File: config.mk
export PLATFORM = sky130hd
export DESIGN_NAME = hazard_scoreboard
export DESIGN_NICKNAME = d
export VERILOG_FILES = /design/src/rtl/hazard_pkg.sv /design/src/rtl/sat_counter.sv /design/src/rtl/hazard_scoreboard.sv
export SDC_FILE = /design/constraint.sdc
export NUM_CORES = 1
export LEC_CHECK = 0
export CAP_MARGIN = 20
export CORE_MARGIN = 4
export CORE_UTILIZATION = 50
export CTS_BUF_LIST = sky130_fd_sc_hd__clkbuf_4
export DETAILED_ROUTE_END_ITERATION = 7
export PLACE_DENSITY = 0.83
export SLEW_MARGIN = 20
export SYNTH_ARGS = -nofsm -noshare
export SYNTH_HDL_FRONTEND = slang
export SYNTH_HIERARCHICAL = 1
export SYNTH_SLANG_ARGS = --single-unit
File: constraint.sdc
create_clock -name clock -period 3.9 [get_ports clock]
set_input_delay 0.39 -clock clock [delete_from_list [all_inputs] [get_ports clock]]
set_output_delay 0.39 -clock clock [all_outputs]
set_load 0.01 [all_outputs]
File: src/rtl/hazard_pkg.sv
// rtl/hazard_pkg.sv - shared types and helpers for the pipeline hazard scoreboard
package hazard_pkg;

    // Widest register address any configuration may use; narrower REG_AW
    // values are zero-extended into the entry fields.
    localparam int MAX_AW = 8;

    // Forwarding select meaning "take the operand from the register file".
    localparam int FWD_NONE = 0;

    typedef struct packed {
        logic              valid;
        logic [MAX_AW-1:0] rd;
        logic              wr;
        logic              is_load;
        logic [MAX_AW-1:0] rs1;
        logic [MAX_AW-1:0] rs2;
        logic              rs1_used;
        logic              rs2_used;
    } sb_entry_t;

    // Stage k's result is selected with code k-1 (stage 1 never forwards to itself).
    function automatic int stage_to_sel(input int k);
        return k - 1;
    endfunction

endpackage

File: src/rtl/sat_counter.sv
// rtl/sat_counter.sv - saturating up-counter with synchronous clear
//
// Ports:
//   clock  rising-edge clock
//   clear  synchronous clear, wins over inc
//   inc    count one event this cycle
//   count  current value, holds at all-ones
module sat_counter #(
    parameter int WIDTH = 32
) (
    input  logic             clock,
    input  logic             clear,
    input  logic             inc,
    output logic [WIDTH-1:0] count
);

    always_ff @(posedge clock) begin
        if (clear) begin
            count <= '0;
        end else if (inc && (count != '1)) begin
            count <= count + WIDTH'(1);
        end
    end

endmodule

File: src/rtl/hazard_scoreboard.sv
// rtl/hazard_scoreboard.sv - load-use stall, forwarding select and flush control for the in-order pipeline
//
// Ports:
//   clock, reset             rising-edge clock, synchronous active-low reset
//   dec_*                    instruction currently in decode
//   flush                    taken branch resolved in stage 1; kills decode and fetch
//   stall                    hold fetch and decode this cycle (combinational)
//   stage_valid              bit k-1 set when stage k holds a real instruction
//   fwd_sel_a / fwd_sel_b    stage-1 operand source: 0 = register file, j = stage j+1
//   stall_cnt / flush_cnt    saturating event counters
module hazard_scoreboard
    import hazard_pkg::*;
#(
    parameter  int NUM_STAGES     = 3,
    parameter  int REG_AW         = 5,
    parameter  int LOAD_FWD_STAGE = 3,
    parameter  int CNT_W          = 32,
    localparam int SEL_W          = $clog2(NUM_STAGES)
) (
    input  logic                  clock,
    input  logic                  reset,
    input  logic                  dec_valid,
    input  logic [REG_AW-1:0]     dec_rs1,
    input  logic                  dec_rs1_used,
    input  logic [REG_AW-1:0]     dec_rs2,
    input  logic                  dec_rs2_used,
    input  logic [REG_AW-1:0]     dec_rd,
    input  logic                  dec_wr_en,
    input  logic                  dec_is_load,
    input  logic                  flush,
    output logic                  stall,
    output logic [NUM_STAGES-1:0] stage_valid,
    output logic [SEL_W-1:0]      fwd_sel_a,
    output logic [SEL_W-1:0]      fwd_sel_b,
    output logic [CNT_W-1:0]      stall_cnt,
    output logic [CNT_W-1:0]      flush_cnt
);

    // sb[k] is the instruction in stage k (1 = execute ... NUM_STAGES = writeback).
    sb_entry_t sb [1:NUM_STAGES];
    sb_entry_t dec_entry;

    logic [MAX_AW-1:0] rs1_x;
    logic [MAX_AW-1:0] rs2_x;
    logic              raw_hazard;

    // x0 writes are architecturally void, so they never produce a value.
    function automatic logic is_producer(input sb_entry_t e);
        return e.valid & e.wr & (e.rd != '0);
    endfunction

    assign rs1_x = MAX_AW'(dec_rs1);
    assign rs2_x = MAX_AW'(dec_rs2);

    // A load is only hazardous while it is too young to reach its forwarding
    // point by the time the consumer sits in stage 1.
    always_comb begin
        raw_hazard = 1'b0;
        for (int k = 1; k <= NUM_STAGES; k++) begin
            if ((k <= LOAD_FWD_STAGE - 2) && is_producer(sb[k]) && sb[k].is_load) begin
                if ((dec_rs1_used && (sb[k].rd == rs1_x)) ||
                    (dec_rs2_used && (sb[k].rd == rs2_x))) begin
                    raw_hazard = 1'b1;
                end
            end
        end
    end

    assign stall = dec_valid & raw_hazard & ~flush;

    always_comb begin
        dec_entry = '0;
        dec_entry.valid = dec_valid & ~stall & ~flush;
        if (dec_entry.valid) begin
            dec_entry.rd       = MAX_AW'(dec_rd);
            dec_entry.wr       = dec_wr_en;
            dec_entry.is_load  = dec_is_load;
            dec_entry.rs1      = rs1_x;
            dec_entry.rs2      = rs2_x;
            dec_entry.rs1_used = dec_rs1_used;
            dec_entry.rs2_used = dec_rs2_used;
        end
    end

    always_ff @(posedge clock) begin
        if (!reset) begin
            for (int k = 1; k <= NUM_STAGES; k++) begin
                sb[k] <= '0;
            end
        end else begin
            sb[1] <= dec_entry;
            for (int k = 2; k <= NUM_STAGES; k++) begin
                sb[k] <= sb[k-1];
            end
        end
    end

    always_comb begin
        stage_valid = '0;
        for (int k = 1; k <= NUM_STAGES; k++) begin
            stage_valid[k-1] = sb[k].valid;
        end
    end

    // Scan oldest to youngest so the nearest matching producer is written last.
    always_comb begin
        fwd_sel_a = SEL_W'(FWD_NONE);
        fwd_sel_b = SEL_W'(FWD_NONE);
        for (int k = NUM_STAGES; k >= 2; k--) begin
            if (sb[1].valid && is_producer(sb[k])) begin
                if (sb[1].rs1_used && (sb[k].rd == sb[1].rs1)) begin
                    fwd_sel_a = SEL_W'(stage_to_sel(k));
                end
                if (sb[1].rs2_used && (sb[k].rd == sb[1].rs2)) begin
                    fwd_sel_b = SEL_W'(stage_to_sel(k));
                end
            end
        end
    end

    sat_counter #(.WIDTH(CNT_W)) u_stall_cnt (
        .clock (clock),
        .clear (~reset),
        .inc   (stall),
        .count (stall_cnt)
    );

    sat_counter #(.WIDTH(CNT_W)) u_flush_cnt (
        .clock (clock),
        .clear (~reset),
        .inc   (flush),
        .count (flush_cnt)
    );

endmodule

==> metrics.md, run 1 <==
| Metric | Value |
|---|---|
| Clock buffer depth | 2 |
| Post-CTS Resized | 0 |
| Power density cells | 267 nW/um^2 |
| TritonCTS clock tree | done |
| Cell type with the largest total area after synthesis | sky130_fd_sc_hd__dfxtp_1 |
| DR WL/cell | 15.7 um |
| Warning count from the yosys run | 6 |
| Fraction of the cycle the final worst path needs | 81.4% |
| Remaining max-slew budget at the tightest pin | 45.6% |
| Setup Slack @ Placement | 0.293 ns |
| Number of flops mapped to enable cells by yosys | 0 |
| Overall power consumption | 1.59 mW |
| Cell Area, Placed | 5840 um^2 |
| Antenna-violating nets left | 0 |
| Final Non-Filler Cells | 769 |
| Switching Share | 24.5% |
| Met3 Routed Length | 756 um |
| Number of instances in the placed design | 753 |
| Fin. max-slew vios | 0 |
| Sum of negative setup slack | 0 ns |
| Std-Cell Rows | 35 |
| Max-cap violation count | 0 |
| Met2 Wirelength | 5740 um |
| Total via count after detailed routing | 4587 |
| Hold Buf Count CTS | 0 |
| Unique masters post-synth | 45 |
| Internal power contribution | 1.20 mW |
| Flop pwr share | 64.3% |
| Insertion delay of the later-clocked pin in the worst-skew pair | 0.44 ns |
| Die Ht | 106 um |
| Buffer type at the clock tree root | sky130_fd_sc_hd__clkbuf_4 |
| Number of detailed-route iterations in the first pass | 4 |
| Clock transition at the registers of the reported paths | 0.14 ns |
| Post-CTS setup buffers | 0 |
| Maximum number of pins on one net before global-route repair | 50 |
| Post-synthesis instance area | 4810 um^2 |
| Combinational Power Share | 6.0% |
| H-tree depth | 3 |
| Initial antenna violation count | 0 |
| Die width | 106 um |
| Final HPWL DP | 8890 um |
| Transition at the pin with the smallest max-transition slack | 0.815 ns |
| Timing-limited maximum frequency | 315 MHz |
| Worst hold-check path type | flop to flop |
| Total overflow reported by the global router | 0 |
| Antenna Cells | 0 |
| Critical Path Sink Type | flop |
| Nets in the synthesized netlist | 581 |
| Starting Density | 51.8% |
| Final Hold Violating Endpoints | 0 |
| Worst-case clock skew | 0.0125 ns |
| Count of boundary I/O pins | 95 |
| Dominant cells by area after synthesis | sky130_fd_sc_hd__dfxtp_1, sky130_fd_sc_hd__a21oi_1, sky130_fd_sc_hd__xnor2_1, sky130_fd_sc_hd__nand3_1, sky130_fd_sc_hd__or4_1 |
| Net total in the final layout | 660 |
| Leading register cell type out of synthesis | sky130_fd_sc_hd__dfxtp_1 |
| Worst supply voltage drop on vdd | 0.167 mV |
| Proportion of synthesized chip area in sequential cells | 40.8% |
| GRT Resource Usage Total | 21.5% |
| Lkg Pwr | 1.85 nW |
| Fill count | 794 |
| Full die area | 11300 um^2 |
| Area inside the core boundary | 9280 um^2 |
| Setup ws final | 0.724 ns |
| Fraction of the core area covered by cells at the end of the flow | 64.2% |
| Net switching power figure | 0.390 mW |
| Mean area per synthesized cell | 8.65 um^2 |
| Number of remaining DRC errors | 0 |
| Avg Vias per Cell | 5.96 |
| Top sig layer | met4 |
| Number of cells produced by synthesis | 556 |
| Post-synthesis to final-layout area growth | 23.8% |
| Final Cell Area | 5960 um^2 |
| Metal1 wirelength | 5260 um |
| Fraction of layout instances using a drive strength above 1 | 7.19% |
| Number of synthesized register bits | 98 |
| Number of setup violations in the final report | 0 |
| Final Wtd Congestion | 0.878 |
| DRT iter0 DRCs | 255 |
| Min cycle time layout | 3.18 ns |
| Share of the synthesized area in the top cell type | 40.8% |
| Via count of the first global-routing pass | 4327 |
| Proportion of power drawn by the clock network | 29.7% |
| Critical Path Start Type | input port |
| Count of input and output buffers | 94 |
| Wirelength, routed | 12100 um |
| Clock Sinks | 98 |
| Setup repair after global routing missed its margin | false |
| First-pass GRT wire length | 20100 um |
| Class of the most critical setup path | input port to flop |
| CTS Buf Count | 9 |
| Worst path arrival time | 3.54 ns |
| Data required, critical path | 4.26 ns |
| Run status | complete, no violations |
| Post-synthesis async set-or-reset flop share | 0% |
| Worst Hold Margin | 0.485 ns |
| Worst-path fanout max | 10 |
==> kinds of logic (layout without fill, tap and decap cells) <==
kind of cell	after synthesis	count (layout)	share of synthesized area [%]
fa+ha+maj	2	2	0.520
mux	6	6	1.35
buf+inv	39	123	3.43
flops	98	98	40.8
xor+xnor	44	44	8.01
simple gates	245	245	30.0
compound gates	122	122	15.9
==> cells in the mapped netlist, types with 2 or more instances <==
library cell                count
sky130_fd_sc_hd__or3_4          2
sky130_fd_sc_hd__or3_1         20
sky130_fd_sc_hd__or4_1         26
sky130_fd_sc_hd__ha_1           2
sky130_fd_sc_hd__o41ai_4        2
sky130_fd_sc_hd__a31o_2         2
sky130_fd_sc_hd__xnor2_1       34
sky130_fd_sc_hd__a31oi_1        2
sky130_fd_sc_hd__inv_1          5
sky130_fd_sc_hd__or2_2          2
sky130_fd_sc_hd__nor3_2         2
sky130_fd_sc_hd__nand3_1       47
sky130_fd_sc_hd__nor4_2         2
sky130_fd_sc_hd__mux2_2         2
sky130_fd_sc_hd__nor4_1        10
sky130_fd_sc_hd__dfxtp_1       98
sky130_fd_sc_hd__buf_4          3
sky130_fd_sc_hd__nand3_2        2
sky130_fd_sc_hd__and2_1        16
sky130_fd_sc_hd__nor3b_1        4
sky130_fd_sc_hd__and4_1         8
sky130_fd_sc_hd__o21ai_0       16
sky130_fd_sc_hd__a21oi_1       65
sky130_fd_sc_hd__or3b_1         2
sky130_fd_sc_hd__mux2_1         2
sky130_fd_sc_hd__buf_2          6
sky130_fd_sc_hd__clkbuf_1      25
sky130_fd_sc_hd__and3_4         2
sky130_fd_sc_hd__a21o_1         2
sky130_fd_sc_hd__nand2_1       25
sky130_fd_sc_hd__a2111oi_0      4
sky130_fd_sc_hd__nand4_1       25
sky130_fd_sc_hd__nand2b_1       2
sky130_fd_sc_hd__nor3_1         7
sky130_fd_sc_hd__xor2_1        10
sky130_fd_sc_hd__nor2_1        29
sky130_fd_sc_hd__mux2i_1        2
sky130_fd_sc_hd__and3_1         6
sky130_fd_sc_hd__a211oi_1       2
sky130_fd_sc_hd__nor2b_1        5
sky130_fd_sc_hd__o31ai_1       24
==> final cells by class <==
class | instances | area [um^2] | area share [%]
sequential | 98 | 1960 | 32.9
timing repair buffer | 102 | 1000 | 16.8
inverter | 5 | 18.8 | 0.315
clock inverter | 6 | 42.5 | 0.714
multi-input combinational | 419 | 2700 | 45.3
tap | 129 | 161 | 2.71
clock buffer | 10 | 75.1 | 1.26
==> state kept, by name, indices dropped and copies added, names as in the netlist <==
name               count
u_stall_cnt/count     32
u_flush_cnt/count     32
sb                    34
==> power groups by stage <==
stage | clock [mW] | combinational [mW] | sequential, mW
after CTS | 0.488 | 0.0948 | 1.02
final | 0.473 | 0.0950 | 1.02
after global routing | 0.529 | 0.104 | 1.02
after detailed placement | 0 | 0.0946 | 1.04
after global placement | 0 | 0.0919 | 1.04
after floorplan | 0 | 0.0508 | 1.04
==> worst max-delay path: stages <==
cell and delay [ns]:
sky130_fd_sc_hd__clkdlybuf4s50_1 0.52, sky130_fd_sc_hd__nor2b_1 0.23, sky130_fd_sc_hd__nand4_1 0.12, sky130_fd_sc_hd__a21oi_1 0.16, sky130_fd_sc_hd__and2_1 0.29, sky130_fd_sc_hd__nand4_1 0.39, sky130_fd_sc_hd__nor4_2 0.61, sky130_fd_sc_hd__nand4_1 0.20
sky130_fd_sc_hd__or4_1 0.45, sky130_fd_sc_hd__a21oi_1 0.17
==> per-layer routing <==
| metal | vias to the layer above | global-route usage, % |
|---|---|---|
| met3 | 27 | 4.25 |
| met2 | 189 | 35.5 |
| met5 | - | 0 |
| met4 | 0 | 10.1 |
| met1 | 2135 | 27.0 |
| li1 | 2236 | - |
==> cell usage in the layout, fill, tap and decap left out, types with 5 or more instances in the layout <==
cell	Yosys	layout
sky130_fd_sc_hd__and4_1	8	8
sky130_fd_sc_hd__xnor2_1	34	34
sky130_fd_sc_hd__or4_1	26	26
sky130_fd_sc_hd__clkbuf_4	0	10
sky130_fd_sc_hd__a21oi_1	65	65
sky130_fd_sc_hd__clkdlybuf4s50_1	0	94
sky130_fd_sc_hd__nor2_1	29	29
sky130_fd_sc_hd__nor2b_1	5	5
sky130_fd_sc_hd__nand4_1	25	25
sky130_fd_sc_hd__nand3_1	47	47
sky130_fd_sc_hd__nand2_1	25	25
sky130_fd_sc_hd__nor3_1	7	7
sky130_fd_sc_hd__and3_1	6	6
sky130_fd_sc_hd__and2_1	16	16
sky130_fd_sc_hd__o21ai_0	16	16
sky130_fd_sc_hd__o31ai_1	24	24
sky130_fd_sc_hd__buf_4	3	8
sky130_fd_sc_hd__xor2_1	10	10
sky130_fd_sc_hd__dfxtp_1	98	98
sky130_fd_sc_hd__nor4_1	10	8
sky130_fd_sc_hd__or3_1	20	20
==> worst paths after layout <==
| path | start | to | slack [ns] | cells past startpoint |
|---|---|---|---|---|
| hold / removal | sb[0][19]$_SDFF_PN0_ | sb[0][48]$_SDFF_PN0_ | 0.48 | 1 |
| hold reg to reg | sb[0][19]$_SDFF_PN0_ | sb[0][48]$_SDFF_PN0_ | 0.48 | 1 |
| setup / recovery | flush | u_stall_cnt/count[29]$_SDFFE_PP0P_ | 0.72 | 10 |
| setup reg to reg | sb[0][24]$_SDFF_PN0_ | u_stall_cnt/count[29]$_SDFFE_PP0P_ | 0.76 | 9 |
Note: power is estimated with default switching activity, not from simulation.
==> run 2, diff against run 1 <==
- clock period: 3.9 -> 3.1 ns (I/O delays scaled with it)
==> run 2 against run 1 <==
  * Sequential share of layout area down 0.42 points
  * Clock skew rose by 0.0028 ns
  * Largest power group unchanged
  * Sequential cell count is the same
  * Critical path depth decreased by 5
  * Global-route usage rose by 0.86 points
  * Clock-buffer cell count is 1 lower
  * Cell count rose by 1.4%
  * Combinational power rose by 27%
==> metrics.md, run 2 (synthesis results as in run 1) <==
| Metric | Value |
|---|---|
| Run status | complete, no violations |
| Worst path arrival time | 2.42 ns |
| Fraction of layout instances using a drive strength above 1 | 8.76% |
| Insertion delay of the later-clocked pin in the worst-skew pair | 0.44 ns |
| Cell with the largest stage delay on the worst path | sky130_fd_sc_hd__clkdlybuf4s50_1 |
| Worst r2r path cells | 10 |
| Remaining max-slew budget at the tightest pin | 48.8% |
| Initial antenna violation count | 0 |
| Number of remaining DRC errors | 0 |
| Power density cells | 332 nW/um^2 |
| Fraction of the core area covered by cells at the end of the flow | 65.0% |
| Maximum number of pins on one net before global-route repair | 47 |
| Commonest non-fill, non-tap cell in the layout | sky130_fd_sc_hd__dfxtp_1 |
| Full die area | 11300 um^2 |
| Overall power consumption | 2.01 mW |
| Clock buffer depth | 2 |
| Buffer type at the clock tree root | sky130_fd_sc_hd__clkbuf_4 |
| Sum of negative setup slack | 0 ns |
| Antenna Cells | 0 |
| Number of detailed-route iterations in the first pass | 5 |
| DRT iter0 DRCs | 197 |
| Final HPWL DP | 9280 um |
| Via count of the first global-routing pass | 4509 |
| Critical Path Start Type | flop |
| Critical Path Sink Type | output port |
| Final Hold Violating Endpoints | 0 |
| Ordered cell list for the critical path | or4_1, o2111ai_2, nor3_1, nor3_2, clkdlybuf4s50_1 |
| Area inside the core boundary | 9280 um^2 |
| First-pass GRT wire length | 21000 um |
| Worst hold path cell count | 3 |
| Clock transition at the registers of the reported paths | 0.15 ns |
| Startpoint of the most critical register-to-register path | sb[0][20]$_SDFF_PN0_ |
| Avg Vias per Cell | 6.00 |
| DR WL/cell | 16.0 um |
| Setup slack on the worst flop-to-flop path | 0.54 ns |
| Kind of cell adding the most delay to the critical path | simple AND/OR/NAND/NOR gates |
| Top library cells by usage in the layout, fill and taps aside | sky130_fd_sc_hd__dfxtp_1, sky130_fd_sc_hd__clkdlybuf4s50_1, sky130_fd_sc_hd__a21oi_1, sky130_fd_sc_hd__nand3_1, sky130_fd_sc_hd__xnor2_1 |
| Clock Sinks | 98 |
| Final Wtd Congestion | 0.867 |
| Post-CTS setup buffers | 0 |
| GRT Resource Usage Total | 22.3% |
| Worst supply voltage drop on vdd | 0.231 mV |
| Worst Path Buf+Inv | 1 |
| Data required, critical path | 2.79 ns |
| Area of the multi-input gates | 2700 um^2 |
| Sequential Area | 1960 um^2 |
| Setup repair after global routing missed its margin | false |
| Count of input and output buffers | 94 |
| Max-cap violation count | 0 |
| Die width | 106 um |
| Setup Slack @ Placement | 0.157 ns |
| TritonCTS clock tree | done |
| Worst Hold Endpoint | sb[0][22]$_SDFF_PN0_ |
| Startpoint of the lowest-slack hold path | dec_rd[2] |
| Total overflow reported by the global router | 0 |
| Largest registers in the final layout | sb: 34 flops, u_flush_cnt/count: 32 flops, u_stall_cnt/count: 32 flops |
| Wirelength, routed | 12500 um |
| Min cycle time layout | 2.73 ns |
| Worst-path fanout max | 4 |
| Register with the most flip-flops | sb |
| Lkg Pwr | 1.91 nW |
| Largest register FFs | 34 |
| H-tree depth | 3 |
| Fill count | 797 |
| Hold Buf Count CTS | 0 |
| Starting Density | 51.8% |
| Post-CTS Resized | 0 |
| Delay of the slowest cell on the worst path | 0.55 ns |
| Worst Hold Margin | 0.416 ns |
| Worst-case clock skew | 0.0153 ns |
| Timing-limited maximum frequency | 366 MHz |
| Total via count after detailed routing | 4681 |
| Count of boundary I/O pins | 95 |
| Post-synthesis to final-layout area growth | 25.4% |
| Worst hold-check path type | input port to flop |
| Capturing point of the worst reg2reg path | u_stall_cnt/count[31]$_SDFFE_PP0P_ |
| Std-Cell Rows | 35 |
| CTS Buf Count | 9 |
| Net total in the final layout | 671 |
| Fraction of the cycle the final worst path needs | 88.1% |
| Fin. max-slew vios | 0 |
| Transition at the pin with the smallest max-transition slack | 0.768 ns |
| Die Ht | 106 um |
| Class of the most critical setup path | flop to output port |
| Antenna-violating nets left | 0 |
| Number of setup violations in the final report | 0 |
| Setup ws final | 0.369 ns |
run 2: tightest hold or removal path, stage by stage:
cell                              delay, ns
sky130_fd_sc_hd__clkdlybuf4s50_1       0.40
sky130_fd_sc_hd__nand3_1               0.08
sky130_fd_sc_hd__a21oi_1               0.04
run 2: worst max path at each step:
stage | start | to | slack, ns | cells past startpoint
floorplan | sb[0][20]$_SDFF_PN0_ | u_stall_cnt/count[31]$_SDFFE_PP0P_ | 0.43 | 9
finish | sb[0][52]$_SDFF_PN0_ | fwd_sel_b[1] | 0.37 | 5
global route | sb[0][51]$_SDFF_PN0_ | fwd_sel_a[1] | 0.21 | 5
CTS | sb[0][51]$_SDFF_PN0_ | fwd_sel_b[1] | 0.34 | 5
detailed placement | dec_rs1[3] | u_stall_cnt/count[31]$_SDFFE_PP0P_ | 0.16 | 11
global placement | dec_rs1[3] | u_stall_cnt/count[31]$_SDFFE_PP0P_ | 0.26 | 11
run 2: area by class of cell:
class                   count  area share (%)
clock buffers               9            1.12
clock inverters             7           0.747
well taps                 129            2.68
inverters                   5           0.311
multi-input cells         419            44.7
repair buffers            113            18.0
flip-flops and latches     98            32.5
run 2: per-stage QoR:
stage          instance area (um^2)  std cells
6_report                       6030        780
5_1_grt                        6030        780
4_1_cts                        6030        780
3_5_place_dp                   5920        764
3_3_place_gp                   5920        764
2_1_floorplan                  4810        556
run 2: layer usage:
| metal | track usage [%] | wire, um |
|---|---|---|
| met1 | 28.0 | 5430 |
| met3 | 5.59 | 818 |
| met4 | 6.11 | 216 |
| met2 | 38.2 | 6040 |
| met5 | 0 | 0 |
run 2: report_power, final:
part           total (mW)  switching (mW)  internal [mW]
Sequential           1.29          0.0143           1.27
Clock               0.597           0.433          0.165
Combinational       0.121          0.0587         0.0628
==> run 3, diff against run 2 <==
- ABC_AREA: default -> 1
- PLACE_DENSITY: 0.83 -> 0.81
- clock period: 3.1 -> 3.4 ns (I/O delays scaled with it)
==> run 3 against run 2 <==
  * Clock-buffer cell count did not move
  * Worst hold slack worse by 0.043 ns
  * Clock skew up 0.0070 ns
  * Utilization down 3.6 points
  * Highest routed layer is now met5
==> metrics.md, run 3 <==
| Metric | Value |
|---|---|
| Run status | complete, no violations |
| Initial antenna violation count | 1 |
| Final HPWL DP | 10200 um |
| Final Hold Violating Endpoints | 0 |
| Share of synthesized area spent on multiplexers | 0% |
| DR WL/cell | 12.5 um |
| GRT Resource Usage Total | 21.7% |
| Max-cap violation count | 0 |
| Total via count after detailed routing | 5512 |
| Delay of the slowest cell on the worst path | 0.61 ns |
| Cell type with the largest total area after synthesis | sky130_fd_sc_hd__dfxtp_1 |
| Share of the synthesized area in the top cell type | 34.7% |
| Wirelength, routed | 13700 um |
| Unique masters post-synth | 33 |
| Die width | 114 um |
| Number of synthesized register bits | 98 |
| Avg Vias per Cell | 5.03 |
| Maximum number of pins on one net before global-route repair | 42 |
| Setup repair after global routing missed its margin | false |
| Number of setup violations in the final report | 0 |
| Fraction of layout instances using a drive strength above 1 | 9.95% |
| Leading register cell type out of synthesis | sky130_fd_sc_hd__dfxtp_1 |
| Remaining max-slew budget at the tightest pin | 59.8% |
| DRT iter0 DRCs | 382 |
| Critical Path Sink Type | output port |
| Antenna-violating nets left | 0 |
| H-tree depth | 3 |
| Hold Buf Count CTS | 0 |
| Mean area per synthesized cell | 6.54 um^2 |
| Largest register FFs | 34 |
| Post-CTS setup buffers | 0 |
| First-pass GRT wire length | 23300 um |
| Class of the most critical setup path | flop to output port |
| Register with the most flip-flops | sb |
| Count of input and output buffers | 94 |
| Setup Slack @ Placement | 0.848 ns |
| Total overflow reported by the global router | 0 |
| Leading cell type by number of instances after synthesis | sky130_fd_sc_hd__nand2_1 |
| Critical Path Start Type | flop |
| Post-CTS Resized | 0 |
| Kind of cell adding the most delay to the critical path | buffers and inverters |
| CTS Buf Count | 9 |
| Post-synthesis async set-or-reset flop share | 0% |
| Largest registers in the final layout | sb: 34 flops, u_flush_cnt/count: 32 flops, u_stall_cnt/count: 32 flops |
| Buffer type at the clock tree root | sky130_fd_sc_hd__clkbuf_4 |
| Share of synthesized cell area in full adder, half adder and majority cells | 0.442% |
| Power density cells | 274 nW/um^2 |
| Synth Area in XOR/XNOR | 2.63% |
| Overall power consumption | 1.84 mW |
| Std-Cell Rows | 38 |
| Worst hold-check path type | input port to flop |
| Via count of the first global-routing pass | 5144 |
| Warning count from the yosys run | 6 |
| Post-synthesis compound-gate area fraction | 5.00% |
| Worst-case clock skew | 0.0223 ns |
| TritonCTS clock tree | done |
| Worst supply voltage drop on vdd | 0.286 mV |
| Top library cells by usage in the layout, fill and taps aside | sky130_fd_sc_hd__nand2_1, sky130_fd_sc_hd__nor2_1, sky130_fd_sc_hd__inv_1, sky130_fd_sc_hd__dfxtp_1, sky130_fd_sc_hd__clkdlybuf4s50_1 |
| Die Ht | 114 um |
| Dominant cells by area after synthesis | sky130_fd_sc_hd__dfxtp_1, sky130_fd_sc_hd__nand2_1, sky130_fd_sc_hd__nor2_1, sky130_fd_sc_hd__inv_1, sky130_fd_sc_hd__nand3_1 |
| Main combinational cell family by area after synthesis | simple AND/OR/NAND/NOR gates |
| Sum of negative setup slack | 0 ns |
| Ordered cell list for the critical path | inv_1, nand2_1, nand2_1, nor2_1, nand3_1, nand2_1, nand2_2, inv_1, clkdlybuf4s50_1 |
| Transition at the pin with the smallest max-transition slack | 0.601 ns |
| Insertion delay of the later-clocked pin in the worst-skew pair | 0.48 ns |
| Area inside the core boundary | 10900 um^2 |
| Proportion of synthesized chip area in sequential cells | 34.7% |
| Commonest non-fill, non-tap cell in the layout | sky130_fd_sc_hd__nand2_1 |
| Min cycle time layout | 2.58 ns |
| Fraction of the cycle the final worst path needs | 75.8% |
| Cell with the largest stage delay on the worst path | sky130_fd_sc_hd__clkdlybuf4s50_1 |
| Setup ws final | 0.823 ns |
| Post-synthesis share of cell area spent on and, or, nand and nor gates | 46.5% |
| Worst-path fanout max | 7 |
| Worst Path Buf+Inv | 3 |
| Fin. max-slew vios | 0 |
| Number of cells produced by synthesis | 865 |
| Post-synthesis to final-layout area growth | 18.7% |
| Count of boundary I/O pins | 95 |
| Timing-limited maximum frequency | 388 MHz |
| Post-synthesis instance area | 5660 um^2 |
| Net total in the final layout | 976 |
| Starting Density | 51.7% |
| Lkg Pwr | 3.06 nW |
| Number of detailed-route iterations in the first pass | 5 |
| Clock Sinks | 98 |
| Number of remaining DRC errors | 0 |
| Antenna Cells | 0 |
| Most Frequent Cell on Critical Path | sky130_fd_sc_hd__nand2_1 |
| Top cell types by occurrence after synthesis | sky130_fd_sc_hd__nand2_1, sky130_fd_sc_hd__nor2_1, sky130_fd_sc_hd__inv_1 |
| Fill count | 1062 |
| Full die area | 13100 um^2 |
| Clock transition at the registers of the reported paths | 0.15 ns |
| Worst path arrival time | 2.24 ns |
| Nets in the synthesized netlist | 890 |
| Clock buffer depth | 2 |
| Data required, critical path | 3.06 ns |
| Final Wtd Congestion | 0.904 |
| Number of flops mapped to enable cells by yosys | 0 |
run 3: changes by cell type after synthesis, moves of 15 or more:
| cell | before | now |
|---|---|---|
| sky130_fd_sc_hd__or3_1 | 20 | 0 |
| sky130_fd_sc_hd__nor2_1 | 29 | 171 |
| sky130_fd_sc_hd__o31ai_1 | 24 | 0 |
| sky130_fd_sc_hd__clkbuf_1 | 25 | 1 |
| sky130_fd_sc_hd__nand2_1 | 25 | 223 |
| sky130_fd_sc_hd__nor2_2 | 0 | 16 |
| sky130_fd_sc_hd__or4_1 | 26 | 0 |
| sky130_fd_sc_hd__xnor2_1 | 34 | 4 |
| sky130_fd_sc_hd__a21oi_1 | 65 | 38 |
| sky130_fd_sc_hd__inv_1 | 5 | 103 |
| sky130_fd_sc_hd__o21ai_0 | 16 | 1 |
run 3: final cells by class:
| type | instances | area [um^2] | share of cell area, % |
|---|---|---|---|
| clock inverters | 6 | 41.3 | 0.615 |
| repair buffers | 97 | 963 | 14.3 |
| clock buffers | 9 | 67.6 | 1.01 |
| well taps | 140 | 175 | 2.61 |
| inverters | 112 | 420 | 6.26 |
| multi-input cells | 633 | 3080 | 45.9 |
| flip-flops and latches | 98 | 1960 | 29.2 |
run 3: kinds of logic (layout without fill, tap and decap cells):
logic type	Yosys count	in the layout
XOR/XNOR	17	17
AO/OA/AOI/OAI	52	52
flip-flops	98	98
buffers and inverters	134	224
AND/OR/NAND/NOR	562	562
adder cells (fa/ha/maj)	2	2
run 3: worst register-to-register path, stage by stage, from the launching register on:
cell,delay [ns]
sky130_fd_sc_hd__dfxtp_1,0.44
sky130_fd_sc_hd__inv_1,0.09
sky130_fd_sc_hd__nand2_1,0.06
sky130_fd_sc_hd__nand2_1,0.04
sky130_fd_sc_hd__nor2_1,0.13
sky130_fd_sc_hd__nand3_1,0.08
sky130_fd_sc_hd__nand2_1,0.09
sky130_fd_sc_hd__nand2_2,0.06
sky130_fd_sc_hd__inv_1,0.17
sky130_fd_sc_hd__inv_2,0.12
sky130_fd_sc_hd__nor2_1,0.19
sky130_fd_sc_hd__nand2_1,0.11
sky130_fd_sc_hd__inv_2,0.09
sky130_fd_sc_hd__nand2_1,0.08
sky130_fd_sc_hd__nor2_1,0.16
sky130_fd_sc_hd__nand3_2,0.07
sky130_fd_sc_hd__nand2_1,0.06
sky130_fd_sc_hd__nor2_1,0.04
run 3: report_power, final:
| group | leakage [nW] | switching (mW) | internal [mW] |
|---|---|---|---|
| Combinational | 2.20 | 0.0631 | 0.0539 |
| Clock | 0.0663 | 0.401 | 0.149 |
| Sequential | 0.792 | 0.0104 | 1.16 |
run 3: worst paths after layout:
path / slack (ns) / endpoint / startpoint / depth (start not counted)
setup / recovery: 0.82 / stall / sb[0][24]$_SDFF_PN0_ / 9
hold reg to reg: 0.45 / sb[0][77]$_SDFF_PN0_ / sb[0][48]$_SDFF_PN0_ / 2
hold / removal: 0.37 / sb[0][22]$_SDFF_PN0_ / dec_rd[2] / 3
setup reg to reg: 1.23 / u_stall_cnt/count[17]$_SDFFE_PP0P_ / sb[0][24]$_SDFF_PN0_ / 17
run 3: layer usage:
layer,global-route usage (%),up-vias,part of all wire [%]
met3,6.45,20,7.8
met5,0,-,0.15
met1,28.5,2449,45
met4,5.94,2,1.5
li1,-,2875,-
met2,35.0,166,45
run 3: metrics by stage:
stage | util (%) | cells | instance area [um^2] | hold slack, ns
global route | 61.4 | 1095 | 6710 | 0.334
floorplan | - | 865 | 5660 | 0.407
CTS | 61.4 | 1095 | 6710 | 0.342
global placement | 60.4 | 1080 | 6610 | 0.414
finish | 61.4 | 1095 | 6710 | 0.374
detailed placement | 60.4 | 1080 | 6610 | 0.424
